**src/rtl/branch_unit_rs_pkg.sv**
```systemverilog
// branch_pkg: shared widths, branch opcodes and the reservation-entry layout of branch_unit_rs.
package branch_pkg;
    localparam int DW = 32;
    localparam int TW = 4;
    localparam int OW = 3;
    localparam int HW = 4;
    localparam int AW = 32;
    localparam logic [OW-1:0] JAL  = 3'd0;
    localparam logic [OW-1:0] JALR = 3'd1;
    localparam logic [OW-1:0] BEQ  = 3'd2;
    localparam logic [OW-1:0] BNE  = 3'd3;
    localparam logic [OW-1:0] BGE  = 3'd4;
    localparam logic [OW-1:0] BLT  = 3'd5;
    localparam logic [OW-1:0] BLTU = 3'd6;
    localparam logic [OW-1:0] BGEU = 3'd7;
    typedef struct packed {
        logic                  valid;
        logic [TW-1:0]         tag;
        logic [1:0][TW-1:0]    q;
        logic [1:0][DW-1:0]    v;
        logic [DW-1:0]         imm;
        logic [OW-1:0]         opcode;
        logic [AW-1:0]         pc;
        logic [AW-1:0]         pc_next;
        logic [HW-1:0]         hist;
    } entry_t;
endpackage

```
**src/rtl/branch_unit_rs_if.sv**
```systemverilog
// branch_unit_rs_if: IQ issue, CDB snoop, resolution and link-broadcast signals of branch_unit_rs.
interface branch_unit_rs_if;
    import branch_pkg::*;
    logic              i_iq_valid;
    logic              i_iq_ready;
    logic [TW-1:0]     i_iq_tag;
    logic [2*TW-1:0]   i_iq_Q_flatten;
    logic [2*DW-1:0]   i_iq_V_flatten;
    logic [DW-1:0]     i_iq_imm;
    logic [OW-1:0]     i_iq_opcode;
    logic [AW-1:0]     i_iq_PC;
    logic [AW-1:0]     i_iq_PC_next;
    logic [HW-1:0]     i_iq_global_history;
    logic              i_cdb_valid;
    logic [TW-1:0]     i_cdb_tag;
    logic [DW-1:0]     i_cdb_data;
    logic              o_res_valid;
    logic [AW-1:0]     o_res_pc;
    logic [AW-1:0]     o_res_correct_pc_next;
    logic [HW-1:0]     o_res_global_history;
    logic              o_res_correct_prediction;
    logic              o_res_flush;
    logic              o_cdb_valid;
    logic              o_cdb_ready;
    logic [TW-1:0]     o_cdb_tag;
    logic [AW-1:0]     o_cdb_address;
    modport master (
        output i_iq_valid, i_iq_tag, i_iq_Q_flatten, i_iq_V_flatten, i_iq_imm, i_iq_opcode,
               i_iq_PC, i_iq_PC_next, i_iq_global_history, i_cdb_valid, i_cdb_tag, i_cdb_data,
               o_cdb_ready,
        input  i_iq_ready, o_res_valid, o_res_pc, o_res_correct_pc_next, o_res_global_history,
               o_res_correct_prediction, o_res_flush, o_cdb_valid, o_cdb_tag, o_cdb_address
    );
    modport slave (
        input  i_iq_valid, i_iq_tag, i_iq_Q_flatten, i_iq_V_flatten, i_iq_imm, i_iq_opcode,
               i_iq_PC, i_iq_PC_next, i_iq_global_history, i_cdb_valid, i_cdb_tag, i_cdb_data,
               o_cdb_ready,
        output i_iq_ready, o_res_valid, o_res_pc, o_res_correct_pc_next, o_res_global_history,
               o_res_correct_prediction, o_res_flush, o_cdb_valid, o_cdb_tag, o_cdb_address
    );
endinterface

```
**src/rtl/branch_unit_rs_target_calc.sv**
```systemverilog
// branch_target_calc: actual next PC and link need of one branch; BRANCH_EXT_CMP_EN adds BLT/BLTU/BGEU.
module branch_target_calc
    import branch_pkg::*;
(
    input  logic [OW-1:0] opcode,
    input  logic [DW-1:0] v0,
    input  logic [DW-1:0] v1,
    input  logic [DW-1:0] imm,
    input  logic [AW-1:0] pc,
    output logic [AW-1:0] correct_pc_next,
    output logic          needs_link
);
    logic taken;
    always_comb begin
        taken = 1'b0;
        case (opcode)
            BEQ:     taken = v0 == v1;
            BNE:     taken = v0 != v1;
            BGE:     taken = $signed(v0) >= $signed(v1);
`ifdef BRANCH_EXT_CMP_EN
            BLT:     taken = $signed(v0) < $signed(v1);
            BLTU:    taken = v0 < v1;
            BGEU:    taken = v0 >= v1;
`endif
            default: taken = 1'b0;
        endcase
        needs_link = opcode == JAL || opcode == JALR;
        correct_pc_next = opcode == JAL  ? pc + imm :
                          opcode == JALR ? (v0 + imm) & ~AW'(1) :
                          taken          ? pc + imm : pc + AW'(4);
    end
endmodule

```
**src/rtl/branch_unit_rs.sv**
```systemverilog
// branch_unit_rs: in-order branch reservation station with CDB snooping, head resolve and link broadcast.
// Build with BRANCH_EXT_CMP_EN to add BLT/BLTU/BGEU.
module branch_unit_rs
    import branch_pkg::*;
#(
    parameter int BW_PROCESSOR_DATA  = DW,
    parameter int BW_TAG             = TW,
    parameter int BW_OPCODE_BRANCH   = OW,
    parameter int NUM_GLOBAL_HISTORY = HW,
    parameter int BW_ADDRESS         = AW,
    parameter int NUM_ENTRIES        = 4
) (
    input  logic          clk,
    input  logic          rst_n,
    branch_unit_rs_if.slave bus
);
    localparam int PW = $clog2(NUM_ENTRIES);
    entry_t                  rs [NUM_ENTRIES];
    entry_t                  h, ne;
    logic [PW-1:0]           head, tail;
    logic [PW:0]             count;
    logic [BW_ADDRESS-1:0]   calc_next;
    logic [BW_TAG-1:0]       q_in [2];
    logic                    needs_link, resolve, mispredict, alloc;
    assign h = rs[head];
    branch_target_calc u_calc (
        .opcode(h.opcode), .v0(h.v[0]), .v1(h.v[1]), .pc(h.pc), .imm(h.imm),
        .correct_pc_next(calc_next), .needs_link(needs_link)
    );
    always_comb begin
        resolve = h.valid && h.q[0] == '0 && h.q[1] == '0 &&
                  (!needs_link || !bus.o_cdb_valid || bus.o_cdb_ready);
        mispredict = resolve && calc_next != h.pc_next;
        bus.i_iq_ready = count < (PW+1)'(NUM_ENTRIES) && !mispredict && !bus.o_res_flush;
        alloc = bus.i_iq_valid && bus.i_iq_ready;
        ne = '0;
        ne.valid = 1'b1;
        ne.tag = bus.i_iq_tag;
        ne.imm = bus.i_iq_imm;
        ne.opcode = BW_OPCODE_BRANCH'(bus.i_iq_opcode);
        ne.pc = bus.i_iq_PC;
        ne.pc_next = bus.i_iq_PC_next;
        ne.hist = NUM_GLOBAL_HISTORY'(bus.i_iq_global_history);
        for (int j = 0; j < 2; j++) begin
            q_in[j] = bus.i_iq_Q_flatten[j*BW_TAG +: BW_TAG];
            // a tag broadcast in the allocation cycle would otherwise be missed forever
            ne.q[j] = bus.i_cdb_valid && q_in[j] != '0 && q_in[j] == bus.i_cdb_tag ? '0 : q_in[j];
            ne.v[j] = ne.q[j] != q_in[j] ? bus.i_cdb_data
                                          : bus.i_iq_V_flatten[j*BW_PROCESSOR_DATA +: BW_PROCESSOR_DATA];
        end
    end
    always_ff @(posedge clk or negedge rst_n) begin
        if (!rst_n) begin
            for (int i = 0; i < NUM_ENTRIES; i++) rs[i] <= '0;
            head <= '0;
            tail <= '0;
            count <= '0;
            bus.o_res_valid <= 1'b0;
            bus.o_res_pc <= '0;
            bus.o_res_correct_pc_next <= '0;
            bus.o_res_global_history <= '0;
            bus.o_res_correct_prediction <= 1'b0;
            bus.o_res_flush <= 1'b0;
            bus.o_cdb_valid <= 1'b0;
            bus.o_cdb_tag <= '0;
            bus.o_cdb_address <= '0;
        end else begin
            for (int i = 0; i < NUM_ENTRIES; i++)
                for (int j = 0; j < 2; j++)
                    if (rs[i].valid && rs[i].q[j] != '0 && bus.i_cdb_valid && rs[i].q[j] == bus.i_cdb_tag) begin
                        rs[i].q[j] <= '0;
                        rs[i].v[j] <= bus.i_cdb_data;
                    end
            bus.o_res_valid <= resolve;
            bus.o_res_flush <= mispredict;
            if (resolve) begin
                rs[head].valid <= 1'b0;
                head <= head + PW'(1);
                bus.o_res_pc <= h.pc;
                bus.o_res_correct_pc_next <= calc_next;
                bus.o_res_global_history <= h.hist;
                bus.o_res_correct_prediction <= !mispredict;
            end
            if (mispredict) begin
                for (int i = 0; i < NUM_ENTRIES; i++) rs[i].valid <= 1'b0;
                head <= tail;
                count <= '0;
            end else
                count <= count + (PW+1)'(alloc) - (PW+1)'(resolve);
            if (alloc) begin
                rs[tail] <= ne;
                tail <= tail + PW'(1);
            end
            if (bus.o_cdb_ready) bus.o_cdb_valid <= 1'b0;
            // the link is architectural even on a mispredict, so flush never drops it
            if (resolve && needs_link) begin
                bus.o_cdb_valid <= 1'b1;
                bus.o_cdb_tag <= h.tag;
                bus.o_cdb_address <= h.pc + BW_ADDRESS'(4);
            end
        end
    end
endmodule

```
**src/flat_wrapper.sv**
```systemverilog
// flat-port wrapper written by rule: the top's interface ports become plain ports
module branch_unit_rs_flat import branch_pkg::*;
#(
    parameter int BW_PROCESSOR_DATA  = DW,
    parameter int BW_TAG             = TW,
    parameter int BW_OPCODE_BRANCH   = OW,
    parameter int NUM_GLOBAL_HISTORY = HW,
    parameter int BW_ADDRESS         = AW,
    parameter int NUM_ENTRIES        = 4
)
  (clk, rst_n, bus_i_iq_valid, bus_i_iq_tag, bus_i_iq_Q_flatten, bus_i_iq_V_flatten, bus_i_iq_imm, bus_i_iq_opcode, bus_i_iq_PC, bus_i_iq_PC_next, bus_i_iq_global_history, bus_i_cdb_valid, bus_i_cdb_tag, bus_i_cdb_data, bus_o_cdb_ready, bus_i_iq_ready, bus_o_res_valid, bus_o_res_pc, bus_o_res_correct_pc_next, bus_o_res_global_history, bus_o_res_correct_prediction, bus_o_res_flush, bus_o_cdb_valid, bus_o_cdb_tag, bus_o_cdb_address);
  branch_unit_rs_if bus_i ();
  input  logic clk;
  input  logic rst_n;
  input wire logic [$bits(bus_i.i_iq_valid)-1:0] bus_i_iq_valid;
  input wire logic [$bits(bus_i.i_iq_tag)-1:0] bus_i_iq_tag;
  input wire logic [$bits(bus_i.i_iq_Q_flatten)-1:0] bus_i_iq_Q_flatten;
  input wire logic [$bits(bus_i.i_iq_V_flatten)-1:0] bus_i_iq_V_flatten;
  input wire logic [$bits(bus_i.i_iq_imm)-1:0] bus_i_iq_imm;
  input wire logic [$bits(bus_i.i_iq_opcode)-1:0] bus_i_iq_opcode;
  input wire logic [$bits(bus_i.i_iq_PC)-1:0] bus_i_iq_PC;
  input wire logic [$bits(bus_i.i_iq_PC_next)-1:0] bus_i_iq_PC_next;
  input wire logic [$bits(bus_i.i_iq_global_history)-1:0] bus_i_iq_global_history;
  input wire logic [$bits(bus_i.i_cdb_valid)-1:0] bus_i_cdb_valid;
  input wire logic [$bits(bus_i.i_cdb_tag)-1:0] bus_i_cdb_tag;
  input wire logic [$bits(bus_i.i_cdb_data)-1:0] bus_i_cdb_data;
  input wire logic [$bits(bus_i.o_cdb_ready)-1:0] bus_o_cdb_ready;
  output wire logic [$bits(bus_i.i_iq_ready)-1:0] bus_i_iq_ready;
  output wire logic [$bits(bus_i.o_res_valid)-1:0] bus_o_res_valid;
  output wire logic [$bits(bus_i.o_res_pc)-1:0] bus_o_res_pc;
  output wire logic [$bits(bus_i.o_res_correct_pc_next)-1:0] bus_o_res_correct_pc_next;
  output wire logic [$bits(bus_i.o_res_global_history)-1:0] bus_o_res_global_history;
  output wire logic [$bits(bus_i.o_res_correct_prediction)-1:0] bus_o_res_correct_prediction;
  output wire logic [$bits(bus_i.o_res_flush)-1:0] bus_o_res_flush;
  output wire logic [$bits(bus_i.o_cdb_valid)-1:0] bus_o_cdb_valid;
  output wire logic [$bits(bus_i.o_cdb_tag)-1:0] bus_o_cdb_tag;
  output wire logic [$bits(bus_i.o_cdb_address)-1:0] bus_o_cdb_address;
  assign bus_i.i_iq_valid = bus_i_iq_valid;
  assign bus_i.i_iq_tag = bus_i_iq_tag;
  assign bus_i.i_iq_Q_flatten = bus_i_iq_Q_flatten;
  assign bus_i.i_iq_V_flatten = bus_i_iq_V_flatten;
  assign bus_i.i_iq_imm = bus_i_iq_imm;
  assign bus_i.i_iq_opcode = bus_i_iq_opcode;
  assign bus_i.i_iq_PC = bus_i_iq_PC;
  assign bus_i.i_iq_PC_next = bus_i_iq_PC_next;
  assign bus_i.i_iq_global_history = bus_i_iq_global_history;
  assign bus_i.i_cdb_valid = bus_i_cdb_valid;
  assign bus_i.i_cdb_tag = bus_i_cdb_tag;
  assign bus_i.i_cdb_data = bus_i_cdb_data;
  assign bus_i.o_cdb_ready = bus_o_cdb_ready;
  assign bus_i_iq_ready = bus_i.i_iq_ready;
  assign bus_o_res_valid = bus_i.o_res_valid;
  assign bus_o_res_pc = bus_i.o_res_pc;
  assign bus_o_res_correct_pc_next = bus_i.o_res_correct_pc_next;
  assign bus_o_res_global_history = bus_i.o_res_global_history;
  assign bus_o_res_correct_prediction = bus_i.o_res_correct_prediction;
  assign bus_o_res_flush = bus_i.o_res_flush;
  assign bus_o_cdb_valid = bus_i.o_cdb_valid;
  assign bus_o_cdb_tag = bus_i.o_cdb_tag;
  assign bus_o_cdb_address = bus_i.o_cdb_address;
  branch_unit_rs #(.BW_PROCESSOR_DATA(BW_PROCESSOR_DATA), .BW_TAG(BW_TAG), .BW_OPCODE_BRANCH(BW_OPCODE_BRANCH), .NUM_GLOBAL_HISTORY(NUM_GLOBAL_HISTORY), .BW_ADDRESS(BW_ADDRESS), .NUM_ENTRIES(NUM_ENTRIES)) u_core (.clk(clk), .rst_n(rst_n), .bus(bus_i));
endmodule
```
**config.mk**
```make
export PLATFORM = sky130hd
export DESIGN_NAME = branch_unit_rs_flat
export DESIGN_NICKNAME = d
export VERILOG_FILES = /design/src/rtl/branch_unit_rs_pkg.sv /design/src/rtl/branch_unit_rs_if.sv /design/src/rtl/branch_unit_rs_target_calc.sv /design/src/rtl/branch_unit_rs.sv /design/src/flat_wrapper.sv
export SDC_FILE = /design/constraint.sdc
export NUM_CORES = 2
export LEC_CHECK = 0
export CAP_MARGIN = 10
export CORE_MARGIN = 2
export CORE_UTILIZATION = 40
export CTS_CLUSTER_DIAMETER = 200
export DETAILED_ROUTE_END_ITERATION = 12
export GPL_TIMING_DRIVEN = 0
export SLEW_MARGIN = 10
export SYNTH_ARGS = -nofsm -noshare
export SYNTH_HDL_FRONTEND = slang
export SYNTH_SLANG_ARGS = --single-unit
export TNS_END_PERCENT = 20
```
**constraint.sdc**
```tcl
create_clock -name clk -period 29.9 [get_ports clk]
set_input_delay 5.98 -clock clk [delete_from_list [all_inputs] [get_ports clk]]
set_output_delay 5.98 -clock clk [all_outputs]
set_load 0.01 [all_outputs]
```
==> flow_metrics.py <==
metrics = {
    "clock_network": {
        "clk_path_buf_depth": 3,
        "clk-insertion-delay-late_ps": 700,
        "h-tree-depth": 3,
        "cts_root_buf": "clkbuf_16",
        "cts_sinks": 835,
        "cts_made_buffers": 94,
        "post_cts.resized_instances": 0,
        "cts_hold_buf": 0,
        "cts_tree": "yes",
        "cts_setup_buffers": 0,
        "clk_pin_slew_ps": 60,
    },
    "placed_design": {
        "globalplace.congestion": 1.02,
        "dp_worst_setup_slack_ps": 10680,
        "portBuffers": 323,
        "hpwlAfterDp_mm": 115,
    },
    "synth": {
        "synth-simple-area-share_pct": 6.97,
        "syn-mean-instance-area_sq_um": 11.8,
        "synth_compound_area_share_pct": 12.2,
        "synth_xor_xnor_area_share_pct": 2.42,
        "yosysSeqAreaShare_pct": 48.0,
        "async_reset_ff_share_pct": 100,
        "synthAdderAreaFrac_pct": 3.13,
        "synth_cell_types": 80,
        "yosys_warnings": 0,
        "synthFlopType": "dfrtp_1",
        "syn_inst": 3684,
        "synth_top_family_by_area": "multiplexers",
        "syn_nets": 4011,
        "synth_edf_count": 0,
        "syn_area_sq_um": 43500,
        "ys_seq_elements": 835,
        "synth.area.mux_share_pct": 21.0,
    },
    "global_routing": {
        "grt_pass1_vias": 33618,
        "grt_pass1_wl_mm": 227,
        "overflow": 0,
        "grt_usage_pct": 27.6,
        "grt_antenna_before_repair": 14,
        "grt_max_degree": 106,
    },
    "flow_run": {
        "maxCapViolations": 0,
    },
    "floorplanning": {
        "die_h_um": 334,
        "initial_core_util_pct": 40.5,
        "core-area_sq_um": 108000,
        "die_w_um": 334,
        "rows": 120,
        "top_level_ports": 329,
        "die_area_sq_um": 111000,
    },
    "worst_setup_path": {
        "startpoint_type": "flop",
        "cp.required_ps": 23920,
        "arrival_ps": 14390,
        "crit_fanout": 10,
        "path_class": "flop to output port",
        "crit_path_end_kind": "output port",
        "critical-path-slowest-cell": "clkbuf_1",
        "crit_path_max_incr_delay_ps": 850,
        "cp_common_cell": "buf_2",
    },
    "final_layout": {
        "area_delta_synth_final_pct": 19.8,
        "drive_above_1_share_pct": 21.2,
        "fin_nets": 4441,
        "nFillCells": 9794,
    },
    "sta": {
        "setup_viol": 0,
        "tns_ps": 0,
        "rsz0062_at_grt": "no",
        "timing.fmax_ghz": 0.0491,
        "fin_crit_sh_pct": 68.1,
        "setup_slack_ps": 9530,
        "min_period_ps": 20370,
        "drv_slew": 0,
        "tightest_slew_ps": 1360,
        "hold_violations": 0,
        "slew_headroom_pct": 7.00,
        "skew_ps": 26.1,
    },
    "detailed_routing": {
        "drt-vias-per-instance": 6.00,
        "dr.pass1.iters": 13,
        "wl_per_cell_um": 27.7,
        "remaining_drc_errors": 0,
        "postRouteAntennaNets": 0,
        "num_vias": 33585,
        "first_iter_violations": 4438,
        "routed_wl_mm": 155,
    },
    "min_path": {
        "min_path_type": "flop to flop",
    },
    "run_status": {
        "status": "finished, final reports clean",
    },
}
[worst paths after layout]
check,startpoint,cells past startpoint,end,slack [ps]
min in group asynchronous,rst_n,1,u_core.rs[583],5240
setup reg to reg,u_core.head[1],30,u_core.rs[317],15420
hold / removal,u_core.bus.o_res_correct_pc_next[17],2,u_core.bus.o_res_correct_pc_next[17],470
setup / recovery,u_core.head[1],29,bus_i_iq_ready,9530
hold reg to reg,u_core.bus.o_res_correct_pc_next[17],2,u_core.bus.o_res_correct_pc_next[17],470
max in group asynchronous,rst_n,5,u_core.rs[131],22470
[state kept, by name, summed over array words and instances (netlist names)]
name and cells:
u_core.head 2, u_core.bus.o_res_correct_pc_next 32, u_core.bus.o_cdb_valid 1, u_core.bus.o_res_pc 32, u_core.bus.o_res_flush 1, u_core.bus.o_res_valid 1, u_core.bus.o_cdb_address 32, u_core.bus.o_res_correct_prediction 1
u_core.count 3, u_core.tail 2, u_core.bus.o_cdb_tag 4, u_core.rs 720, u_core.bus.o_res_global_history 4
[cells by family after synthesis]
kind of cell	Yosys count
flops	835
buf+inv	680
compound gates	668
mux	642
simple gates	632
xor+xnor	120
fa+ha+maj	107
[layout make-up]
class	count	area, sq um	area share (%)
antenna	4	10.0	0.0192
tap	1403	1760	3.37
clock buffer	141	2870	5.50
clock inverter	28	454	0.872
inverter	421	1580	3.03
timing repair buffer	334	3510	6.73
buffer	259	1180	2.26
multi-input combinational	2169	19900	38.1
sequential	835	20900	40.1
[critical path: cells and delay by family (launching register included)]
kind / cells / cell delay [ps]
flops: 1 / 510
fa+ha+maj: 1 / 370
compound gates: 3 / 880
mux: 1 / 550
buf+inv: 16 / 8040
simple gates: 8 / 3290
[stage by stage]
step | cells | hold WS [ps] | cell area, sq um | util [%]
finish | 5594 | 471 | 52100 | 48.5
global route | 5591 | 503 | 52100 | 48.5
CTS | 5590 | 477 | 52100 | 48.5
detailed placement | 5421 | 462 | 48800 | 45.4
global placement | 5410 | 457 | 48500 | 45.1
floorplan | 3684 | 474 | 43500 | -
[synth_stat cells (all sizes together), types with 9 or more instances]
master,number,share of area [%]
buf,116,1.5
clkbuf,143,1.2
mux2i,21,0.48
a21oi,85,0.98
ha,104,3.0
and2,27,0.40
a222oi,259,6.0
a221o,13,0.30
a211oi,12,0.21
and3,20,0.29
o21ai,124,1.4
xnor2,65,1.3
a2111oi,10,0.20
xor2,55,1.1
nand2,267,2.3
inv,421,3.6
nor3,42,0.51
mux2,451,12
a221oi,13,0.26
nand2b,12,0.17
nand3,84,1.0
nor4,11,0.19
mux4,170,8.8
or4,16,0.28
a31oi,9,0.13
o21a,10,0.17
dfrtp,835,48
o211ai,15,0.26
nand4,36,0.52
a21o,29,0.50
nor2,81,0.70
o2111ai,9,0.18
[layout by cell type (no fill, tap or decap), types with 9 or more instances in the layout]
master	n
dfrtp_1	835
mux2_2	451
inv_1	420
clkdlybuf4s50_1	322
nand2_1	267
a222oi_1	259
mux4_2	170
clkbuf_1	159
o21ai_0	123
ha_1	104
clkbuf_16	99
a21oi_1	85
nor2_1	81
nand3_1	80
buf_2	66
xnor2_1	65
xor2_1	55
nor3_1	41
nand4_1	36
buf_1	34
a21o_1	29
clkbuf_8	23
and2_1	22
mux2i_1	21
and3_1	20
or4_1	16
o211ai_1	15
a221oi_1	13
a221o_1	13
buf_6	12
nand2b_1	12
a211oi_1	12
bufinv_16	11
nor4_1	10
o21a_1	10
a2111oi_0	10
o2111ai_1	9
a31oi_1	9
buf_16	9
[layer usage]
metal | track usage, % | share of wire (%)
met2 | 43.7 | 46
met3 | 5.09 | 7.5
met4 | 12.0 | 4.7
met1 | 37.1 | 41
met5 | 0 | 0.078
Power is not shown: default switching activity piles up to over one toggle a cycle in this logic, so the estimate is an artifact.
